$ cat config.mk
export PLATFORM = sky130hd
export DESIGN_NAME = clk_div_monitor
export DESIGN_NICKNAME = d
export VERILOG_FILES = /design/src/rtl/clk_div_monitor.sv
export SDC_FILE = /design/constraint.sdc
export NUM_CORES = 1
export LEC_CHECK = 0
export ABC_AREA = 1
export BUFFER_PORTS_ARGS = -buffer_cell sky130_fd_sc_hd__buf_2
export CORE_MARGIN = 2
export CORE_UTILIZATION = 63
export DETAILED_ROUTE_END_ITERATION = 12
export PLACE_DENSITY = 0.85
export SLEW_MARGIN = 20
export SYNTH_ARGS = -nofsm -noshare
export SYNTH_HDL_FRONTEND = slang
export SYNTH_SLANG_ARGS = --single-unit
$ cat constraint.sdc
create_clock -name i_clk -period 5.5 [get_ports i_clk]
set_input_delay 1.375 -clock i_clk [delete_from_list [all_inputs] [get_ports i_clk]]
set_output_delay 1.375 -clock i_clk [all_outputs]
set_load 0.02 [all_outputs]
$ cat src/rtl/clk_div_monitor.sv
// -----------------------------------------------------------------------------
// clk_div_monitor
//   Receiving-end checker for synchronous integer clock dividers. The divided
//   clock is resynchronised into the source clock domain. Each rising edge
//   closes one period, whose length and high time are measured in i_clk
//   cycles and compared against the expected ratio N. The block reports lock
//   after LOCK_CNT consecutive good periods, and it holds sticky error and
//   timeout flags.
//
// Ports
//   i_clk         source clock (the clock that also drives the divider)
//   i_rst_n       synchronous active-low reset
//   i_en          monitor enable; low returns the FSM to IDLE
//   i_div_clk     divided clock under test
//   i_div_ratio   expected ratio N, latched when leaving IDLE
//   i_err_clr     clears the sticky o_err / o_timeout flags
//   o_period      last measured period (rise to rise)
//   o_high        last measured high time
//   o_period_vld  one-cycle pulse when o_period / o_high update
//   o_locked      LOCK_CNT consecutive good periods seen
//   o_err         sticky: bad period, bad high time or timeout
//   o_timeout     sticky: no rising edge within 2*N cycles
// -----------------------------------------------------------------------------
module clk_div_monitor #(
    parameter int CNT_W    = 8,
    parameter int LOCK_CNT = 4
) (
    input  logic             i_clk,
    input  logic             i_rst_n,
    input  logic             i_en,
    input  logic             i_div_clk,
    input  logic [CNT_W-1:0] i_div_ratio,
    input  logic             i_err_clr,
    output logic [CNT_W-1:0] o_period,
    output logic [CNT_W-1:0] o_high,
    output logic             o_period_vld,
    output logic             o_locked,
    output logic             o_err,
    output logic             o_timeout
);

    localparam int GW = $clog2(LOCK_CNT + 1);
    localparam logic [CNT_W-1:0] ALL1 = {CNT_W{1'b1}};

    typedef enum logic [1:0] {IDLE, SYNC, MEASURE, LOCKED} state_t;

    state_t           state;
    logic             s1, s2, s3;
    logic [CNT_W-1:0] cnt, hcnt, n_lat;
    logic [GW-1:0]    good_cnt;

    logic             rise;
    logic [CNT_W-1:0] cnt_inc, hcnt_inc;
    logic [CNT_W:0]   tmo_lim, n_floor, n_ceil;
    logic             period_good, cap, bad_cap, tmo_ev;

    always_comb begin
        rise     = s2 & ~s3;
        cnt_inc  = (cnt == ALL1) ? cnt : cnt + 1'b1;
        hcnt_inc = (hcnt == ALL1 || !s2) ? hcnt : hcnt + 1'b1;
        // One bit wider, so 2*N and ceil(N/2) never wrap.
        tmo_lim  = {n_lat, 1'b0};
        n_floor  = {1'b0, n_lat} >> 1;
        n_ceil   = ({1'b0, n_lat} + 1'b1) >> 1;
        // A ratio below 2 cannot be produced by a divider, so it never matches.
        period_good = (n_lat >= CNT_W'(2)) && (cnt == n_lat) &&
                      ({1'b0, hcnt} >= n_floor) && ({1'b0, hcnt} <= n_ceil);
        cap     = i_en && rise && (state == MEASURE || state == LOCKED);
        bad_cap = cap && !period_good;
        // An exact compare fires once per dead stretch. cnt keeps counting
        // past the limit until the next rise.
        tmo_ev  = i_en && (state != IDLE) && !rise && ({1'b0, cnt} == tmo_lim);
    end

    always_ff @(posedge i_clk) begin
        if (!i_rst_n) begin
            state        <= IDLE;
            s1           <= 1'b0;
            s2           <= 1'b0;
            s3           <= 1'b0;
            cnt          <= '0;
            hcnt         <= '0;
            n_lat        <= '0;
            good_cnt     <= '0;
            o_period     <= '0;
            o_high       <= '0;
            o_period_vld <= 1'b0;
            o_locked     <= 1'b0;
            o_err        <= 1'b0;
            o_timeout    <= 1'b0;
        end else begin
            s1 <= i_div_clk;
            s2 <= s1;
            s3 <= s2;
            o_period_vld <= 1'b0;

            // A new error in the same cycle as a clear wins.
            o_err     <= bad_cap | tmo_ev | (o_err & ~i_err_clr);
            o_timeout <= tmo_ev | (o_timeout & ~i_err_clr);

            if (!i_en) begin
                state    <= IDLE;
                o_locked <= 1'b0;
                good_cnt <= '0;
            end else if (state == IDLE) begin
                n_lat    <= i_div_ratio;
                cnt      <= '0;
                hcnt     <= '0;
                good_cnt <= '0;
                state    <= SYNC;
            end else begin
                if (rise) begin
                    cnt  <= CNT_W'(1);
                    hcnt <= CNT_W'(1);
                end else begin
                    cnt  <= cnt_inc;
                    hcnt <= hcnt_inc;
                end

                if (tmo_ev) begin
                    state    <= SYNC;
                    o_locked <= 1'b0;
                    good_cnt <= '0;
                end else if (rise) begin
                    if (state == SYNC) begin
                        // The first edge only opens a period, so nothing is captured.
                        state <= MEASURE;
                    end else begin
                        o_period     <= cnt;
                        o_high       <= hcnt;
                        o_period_vld <= 1'b1;
                        if (!period_good) begin
                            good_cnt <= '0;
                            o_locked <= 1'b0;
                            state    <= MEASURE;
                        end else if (state == MEASURE) begin
                            if (good_cnt == GW'(LOCK_CNT - 1)) begin
                                o_locked <= 1'b1;
                                state    <= LOCKED;
                            end else begin
                                good_cnt <= good_cnt + 1'b1;
                            end
                        end
                    end
                end
            end
        end
    end

endmodule

==> results.sh, run 1 <==
export IMPL_area_growth_synth_to_final_pct=10.4
export IMPL_vias=2876
export IMPL_tightest_slew_ns=0.446
export IMPL_grt_max_degree=32
export IMPL_finClkSkew_ns=0.00873
export IMPL_grt_overflow=0
export IMPL_relSlewSlack=0.703
export IMPL_hold_start="s1$_SDFF_PN0_"
export IMPL_avgRoutedWirePerCell_um=14.1
export IMPL_drtPass1Iterations=5
export IMPL_detail_route_antenna_nets=0
export IMPL_place_area_um2=3150
export IMPL_power_density_nw_per_um2=240
export IMPL_cts_resized=0
export IMPL_clock_root_buffer="clkbuf_8"
export IMPL_netlist_instances=421
export IMPL_holdWs_ns=0.434
export IMPL_grt_pass1_wl_mm=11.7
export IMPL_fin_nets=485
export IMPL_startpoint="n_lat[1]$_SDFFE_PN0P_"
export IMPL_dr_wl_met2_mm=3.18
export IMPL_hp_class="reg2reg"
export IMPL_setup_tns_final_ns=0
export IMPL_finalPower_mw=0.786
export IMPL_yosys_cell_types_count=34
export IMPL_io_pin_count=33
export IMPL_crit_type="reg2reg"
export IMPL_start_kind="flip-flop"
export IMPL_start_util=0.667
export IMPL_cts_tree="yes"
export IMPL_avgSynthCellArea_um2=7.04
export IMPL_setup_viol=0
export IMPL_async_flop_share=0
export IMPL_fillers=353
export IMPL_cap_violations=0
export IMPL_clk_insertion_delay_late_ns=0.31
export IMPL_synth_nets=455
export IMPL_clk_pin_slew_ns=0.10
export IMPL_final_cell_mix="82 x nand2_1, 52 x dfxtp_1, 50 x a21oi_1"
export IMPL_max_freq_ghz=0.365
export IMPL_ys_seq_area_frac=0.351
export IMPL_worstPathMaxFanout=8
export IMPL_synth_edf_count=0
export IMPL_highest_layer="met4"
export IMPL_status="finished, final reports clean"
export IMPL_dp_hpwl_mm=5.24
export IMPL_drt_initial_drc_count=207
export IMPL_fin_crit_ns=2.74
export IMPL_wl_met3_um=525
export IMPL_fp_row_count=24
export IMPL_grt_usage=0.282
export IMPL_cts_made_buffers=5
export IMPL_slew_violations=0
export IMPL_rsz0062_at_grt="no"
export IMPL_drive_gt1_frac=0.164
export IMPL_io_buffers=32
export IMPL_worstReg2RegStart="n_lat[1]$_SDFFE_PN0P_"
export IMPL_vdd_ir_drop_max_uv=237
export IMPL_ys_ff_latch=52
export IMPL_finalInstanceArea_um2=3270
export IMPL_grt_pass1_vias=2544
export IMPL_fin_crit_sh=0.498
export IMPL_postCtsSetupBuffers=0
export IMPL_ctsHoldBuffers=0
export IMPL_drc_errors=0
export IMPL_coreArea_um2=4440
export IMPL_ys_warn_count=0
export IMPL_clockBufferDepth=2
export IMPL_syn_area_um2=2960
export IMPL_htree_levels=2
export IMPL_antennaDiodeCount=0
export IMPL_mostFrequentLayoutCell="nand2_1"
export IMPL_crit_path_end_kind="flip-flop"
export IMPL_synth_ff_type="dfxtp_1"
export IMPL_wl_met1_mm=3.24
export IMPL_via_per_inst=5.71
export IMPL_leakage_nw=1.48
export IMPL_antenna_found_initial=0
export IMPL_wl_mm=7.13
export IMPL_hold_viol_final=0
export IMPL_cp_arrival_ns=3.00
export IMPL_required_ns=5.76
export IMPL_fp_dieH_um=72.6
export IMPL_die_width_um=72.6
export IMPL_place_gp_congestion=0.920
export IMPL_cts_num_sinks=52
export IMPL_dieArea_um2=5270
[layer usage]
| layer | track usage | vias up |
|---|---|---|
| met5 | 0 | - |
| met4 | 0.107 | 0 |
| met3 | 0.0511 | 21 |
| met2 | 0.441 | 122 |
| met1 | 0.389 | 1304 |
| li1 | - | 1429 |
[final timing paths]
path | endpoint | slack (ns) | cells past startpoint
min | s2$_SDFF_PN0_ | 0.43 | 2
min reg2reg | s2$_SDFF_PN0_ | 0.43 | 2
max | o_locked$_SDFFE_PN0P_ | 2.76 | 13
max reg2reg | o_locked$_SDFFE_PN0P_ | 2.76 | 13
[synthesized netlist by cell type (5+ instances only)]
master	number	area, um2
a21oi_1	50	250
clkbuf_1	5	18.8
dfxtp_1	52	1040
ha_1	21	263
inv_1	43	161
inv_2	12	45.0
nand2_1	82	308
nand3_1	16	80.1
nand4_1	8	50.1
nor2_1	40	150
nor2_2	9	56.3
o21ai_0	33	165
xnor2_1	9	78.8
xor2_1	7	61.3
[cell families (layout without fill, tap and decap cells)]
family | Yosys count | count (layout) | share of synthesized area
AND/OR/NAND/NOR | 173 | 173 | 0.263
AO/OA/AOI/OAI | 93 | 93 | 0.163
buffers and inverters | 66 | 97 | 0.0870
flip-flops | 52 | 52 | 0.351
adder cells (fa/ha/maj) | 21 | 21 | 0.0886
XOR/XNOR | 16 | 16 | 0.0473
[worst max-delay path, cell delays in order, from the launching register on]
cell and delay, ns:
dfxtp_1 0.50, ha_1 0.24, nand3_1 0.12, nor3_1 0.29, xor2_1 0.20, ha_1 0.27
a21oi_1 0.17, o21a_1 0.13, nand2_1 0.05, nand2_1 0.21, nand2_1 0.15, o21ai_1 0.19
nand2_1 0.07, nor2_1 0.08
[metrics by stage]
stage,instances,utilization,worst slack (ns)
floorplan,421,-,3.19
global placement,496,0.709,2.84
detailed placement,496,0.709,2.76
CTS,504,0.736,2.82
global route,504,0.736,2.52
finish,504,0.736,2.76
[sequential cells by signal (all words and copies together), names as in the netlist]
name,cells
o_high,8
s2,1
cnt,8
good_cnt,3
o_locked,1
o_period_vld,1
n_lat,8
s3,1
o_period,8
o_err,1
o_timeout,1
state,2
hcnt,8
s1,1
[report_power, final]
part / internal (mW) / switching [mW] / total (mW)
clock: 0.149 / 0.132 / 0.281
sequential: 0.384 / 0.0146 / 0.399
combinational: 0.0379 / 0.0685 / 0.106
[final cells by class]
type | instances | area [um2] | share of cell area
inverter | 56 | 211 | 0.0646
tap | 52 | 65.1 | 0.0199
clock buffer | 6 | 82.6 | 0.0252
multi-input combinational | 303 | 1670 | 0.509
timing repair buffer | 33 | 168 | 0.0512
clock inverter | 2 | 38.8 | 0.0119
sequential | 52 | 1040 | 0.318
(Power assumes the default switching activity.)
==> run 2, diff against run 1 <==
--- a/config.mk
+++ b/config.mk
@@ -8,9 +8,9 @@
 export ABC_AREA = 1
 export BUFFER_PORTS_ARGS = -buffer_cell sky130_fd_sc_hd__buf_2
 export CORE_MARGIN = 2
-export CORE_UTILIZATION = 63
+export CORE_UTILIZATION = 58
 export DETAILED_ROUTE_END_ITERATION = 12
-export PLACE_DENSITY = 0.85
+export PLACE_DENSITY = 0.79
 export SLEW_MARGIN = 20
 export SYNTH_ARGS = -nofsm -noshare
 export SYNTH_HDL_FRONTEND = slang
==> constraint.sdc (replaced) <==
create_clock -name i_clk -period 2.71 [get_ports i_clk]
set_input_delay 0.6775 -clock i_clk [delete_from_list [all_inputs] [get_ports i_clk]]
set_output_delay 0.6775 -clock i_clk [all_outputs]
set_load 0.02 [all_outputs]
==> results.sh, run 2 (synthesized netlist as in run 1, its figures left out) <==
export IMPL_power_density_nw_per_um2=461
export IMPL_fp_row_count=26
export IMPL_finClkSkew_ns=0.0111
export IMPL_clock_root_buffer="clkbuf_8"
export IMPL_leakage_nw=1.49
export IMPL_final_cell_mix="81 x nand2_1, 51 x dfxtp_1, 50 x a21oi_1"
export IMPL_area_growth_synth_to_final_pct=11.4
export IMPL_crit_type="reg2reg"
export IMPL_required_ns=2.94
export IMPL_relSlewSlack=0.699
export IMPL_finalPower_mw=1.52
export IMPL_cp_top_family="simple AND/OR/NAND/NOR gates"
export IMPL_cap_violations=0
export IMPL_drc_errors=0
export IMPL_grt_max_degree=32
export IMPL_finalInstanceArea_um2=3300
export IMPL_grt_pass1_vias=2463
export IMPL_vias=2820
export IMPL_drtPass1Iterations=5
export IMPL_fin_crit_sh=0.881
export IMPL_path_cells="ha_1 > nand3_1 > nor3_2 > xor2_1 > ha_1 > a21oi_1 > o21a_1 > nand2_1 > nand2_2 > nand3_2 > a21oi_1 > nor2_2"
export IMPL_io_pin_count=33
export IMPL_start_kind="flip-flop"
export IMPL_cts_made_buffers=5
export IMPL_grt_usage=0.266
export IMPL_antenna_found_initial=0
export IMPL_tightest_slew_ns=0.451
export IMPL_place_gp_congestion=0.910
export IMPL_cp_arrival_ns=2.62
export IMPL_postCtsSetupBuffers=0
export IMPL_hold_viol_final=0
export IMPL_rsz0062_at_grt="no"
export IMPL_dp_slack_ns=0.147
export IMPL_antennaDiodeCount=0
export IMPL_utilization=0.659
export IMPL_detail_route_antenna_nets=0
export IMPL_start_util=0.592
export IMPL_avgRoutedWirePerCell_um=13.3
export IMPL_die_width_um=75.5
export IMPL_place_area_um2=3200
export IMPL_htree_levels=2
export IMPL_fp_dieH_um=75.5
export IMPL_placed_cells=517
export IMPL_slew_violations=0
export IMPL_dp_hpwl_mm=5.26
export IMPL_vdd_ir_drop_max_uv=360
export IMPL_cpPeakStageDelay_ns=0.40
export IMPL_cts_num_sinks=52
export IMPL_fin_nets=488
export IMPL_grt_overflow=0
export IMPL_holdWs_ns=0.424
export IMPL_wl_mm=6.99
export IMPL_io_buffers=32
export IMPL_clockBufferDepth=2
export IMPL_clk_insertion_delay_late_ns=0.32
export IMPL_status="finished, final reports clean"
export IMPL_dieArea_um2=5700
export IMPL_clk_pin_slew_ns=0.11
export IMPL_hp_class="reg2reg"
export IMPL_max_freq_ghz=0.419
export IMPL_slowest_stage="dfxtp_1"
export IMPL_cts_tree="yes"
export IMPL_crit_path_end_kind="flip-flop"
export IMPL_grt_pass1_wl_mm=11.4
export IMPL_mostFrequentLayoutCell="nand2_1"
export IMPL_setup_viol=0
export IMPL_fin_ws_ns=0.323
export IMPL_drt_initial_drc_count=168
export IMPL_instances_no_fill=525
export IMPL_cp_num_buf_inv=0
export IMPL_fin_crit_ns=2.39
export IMPL_worstPathMaxFanout=7
export IMPL_drive_gt1_frac=0.176
export IMPL_via_per_inst=5.37
export IMPL_setup_tns_final_ns=0
export IMPL_coreArea_um2=5010
[run 2: changes by cell type in the layout (fill, tap and decap cells not counted)]
| cell | before | now |
|---|---|---|
| buf_4 | 1 | 4 |
| bufinv_16 | 1 | 0 |
| nor3_2 | 1 | 2 |
| nand2_2 | 4 | 5 |
| inv_8 | 0 | 1 |
| clkinvlp_4 | 0 | 1 |
| nor3_1 | 3 | 2 |
| nand2_1 | 82 | 81 |
| dfxtp_1 | 52 | 51 |
| dfxtp_2 | 0 | 1 |
| clkbuf_8 | 6 | 5 |
[run 2: per-layer routing]
layer	up-vias	global-route usage	part of all wire
met4	0	0.107	0.025
met3	15	0.0450	0.051
met5	-	0	0
li1	1434	-	-
met2	84	0.407	0.45
met1	1287	0.374	0.48
[run 2: cell type report]
cell class                 instances  area [um2]
tap                               70        87.6
timing repair buffer              36         190
multi-input combinational        303        1670
fill                             465        1710
clock inverter                     3        27.5
sequential                        52        1040
inverter                          56         211
clock buffer                       5        68.8
[run 2: path summary, 6_finish.rpt]
path	slack [ns]	depth (start not counted)	start	end
max reg2reg	0.32	12	n_lat[1]$_SDFFE_PN0P_	good_cnt[0]$_SDFFE_PP0P_
min reg2reg	0.42	2	s1$_SDFF_PN0_	s2$_SDFF_PN0_
max	0.32	12	n_lat[1]$_SDFFE_PN0P_	good_cnt[0]$_SDFFE_PP0P_
min	0.42	2	s1$_SDFF_PN0_	s2$_SDFF_PN0_
[run 2: report_power, final]
| part | total, mW | internal [mW] | switching, mW |
|---|---|---|---|
| clock | 0.488 | 0.190 | 0.297 |
| combinational | 0.227 | 0.0815 | 0.145 |
| sequential | 0.806 | 0.780 | 0.0261 |
| total | 1.52 | 1.05 | 0.469 |
[run 2: repair_timing]
action                     in CTS  in global routing
resized for setup               0                  3
setup endpoints to repair       0                  6
hold buffers                    0                  0
hold endpoints to repair        0                  0
[run 2: worst register-to-register path, stage by stage (launching register included)]
cell and delay (ns):
dfxtp_1 0.40, ha_1 0.21, nand3_1 0.14, nor3_2 0.19
xor2_1 0.18, ha_1 0.26, a21oi_1 0.16, o21a_1 0.15
nand2_1 0.07, nand2_2 0.14, nand3_2 0.15, a21oi_1 0.19
nor2_2 0.05
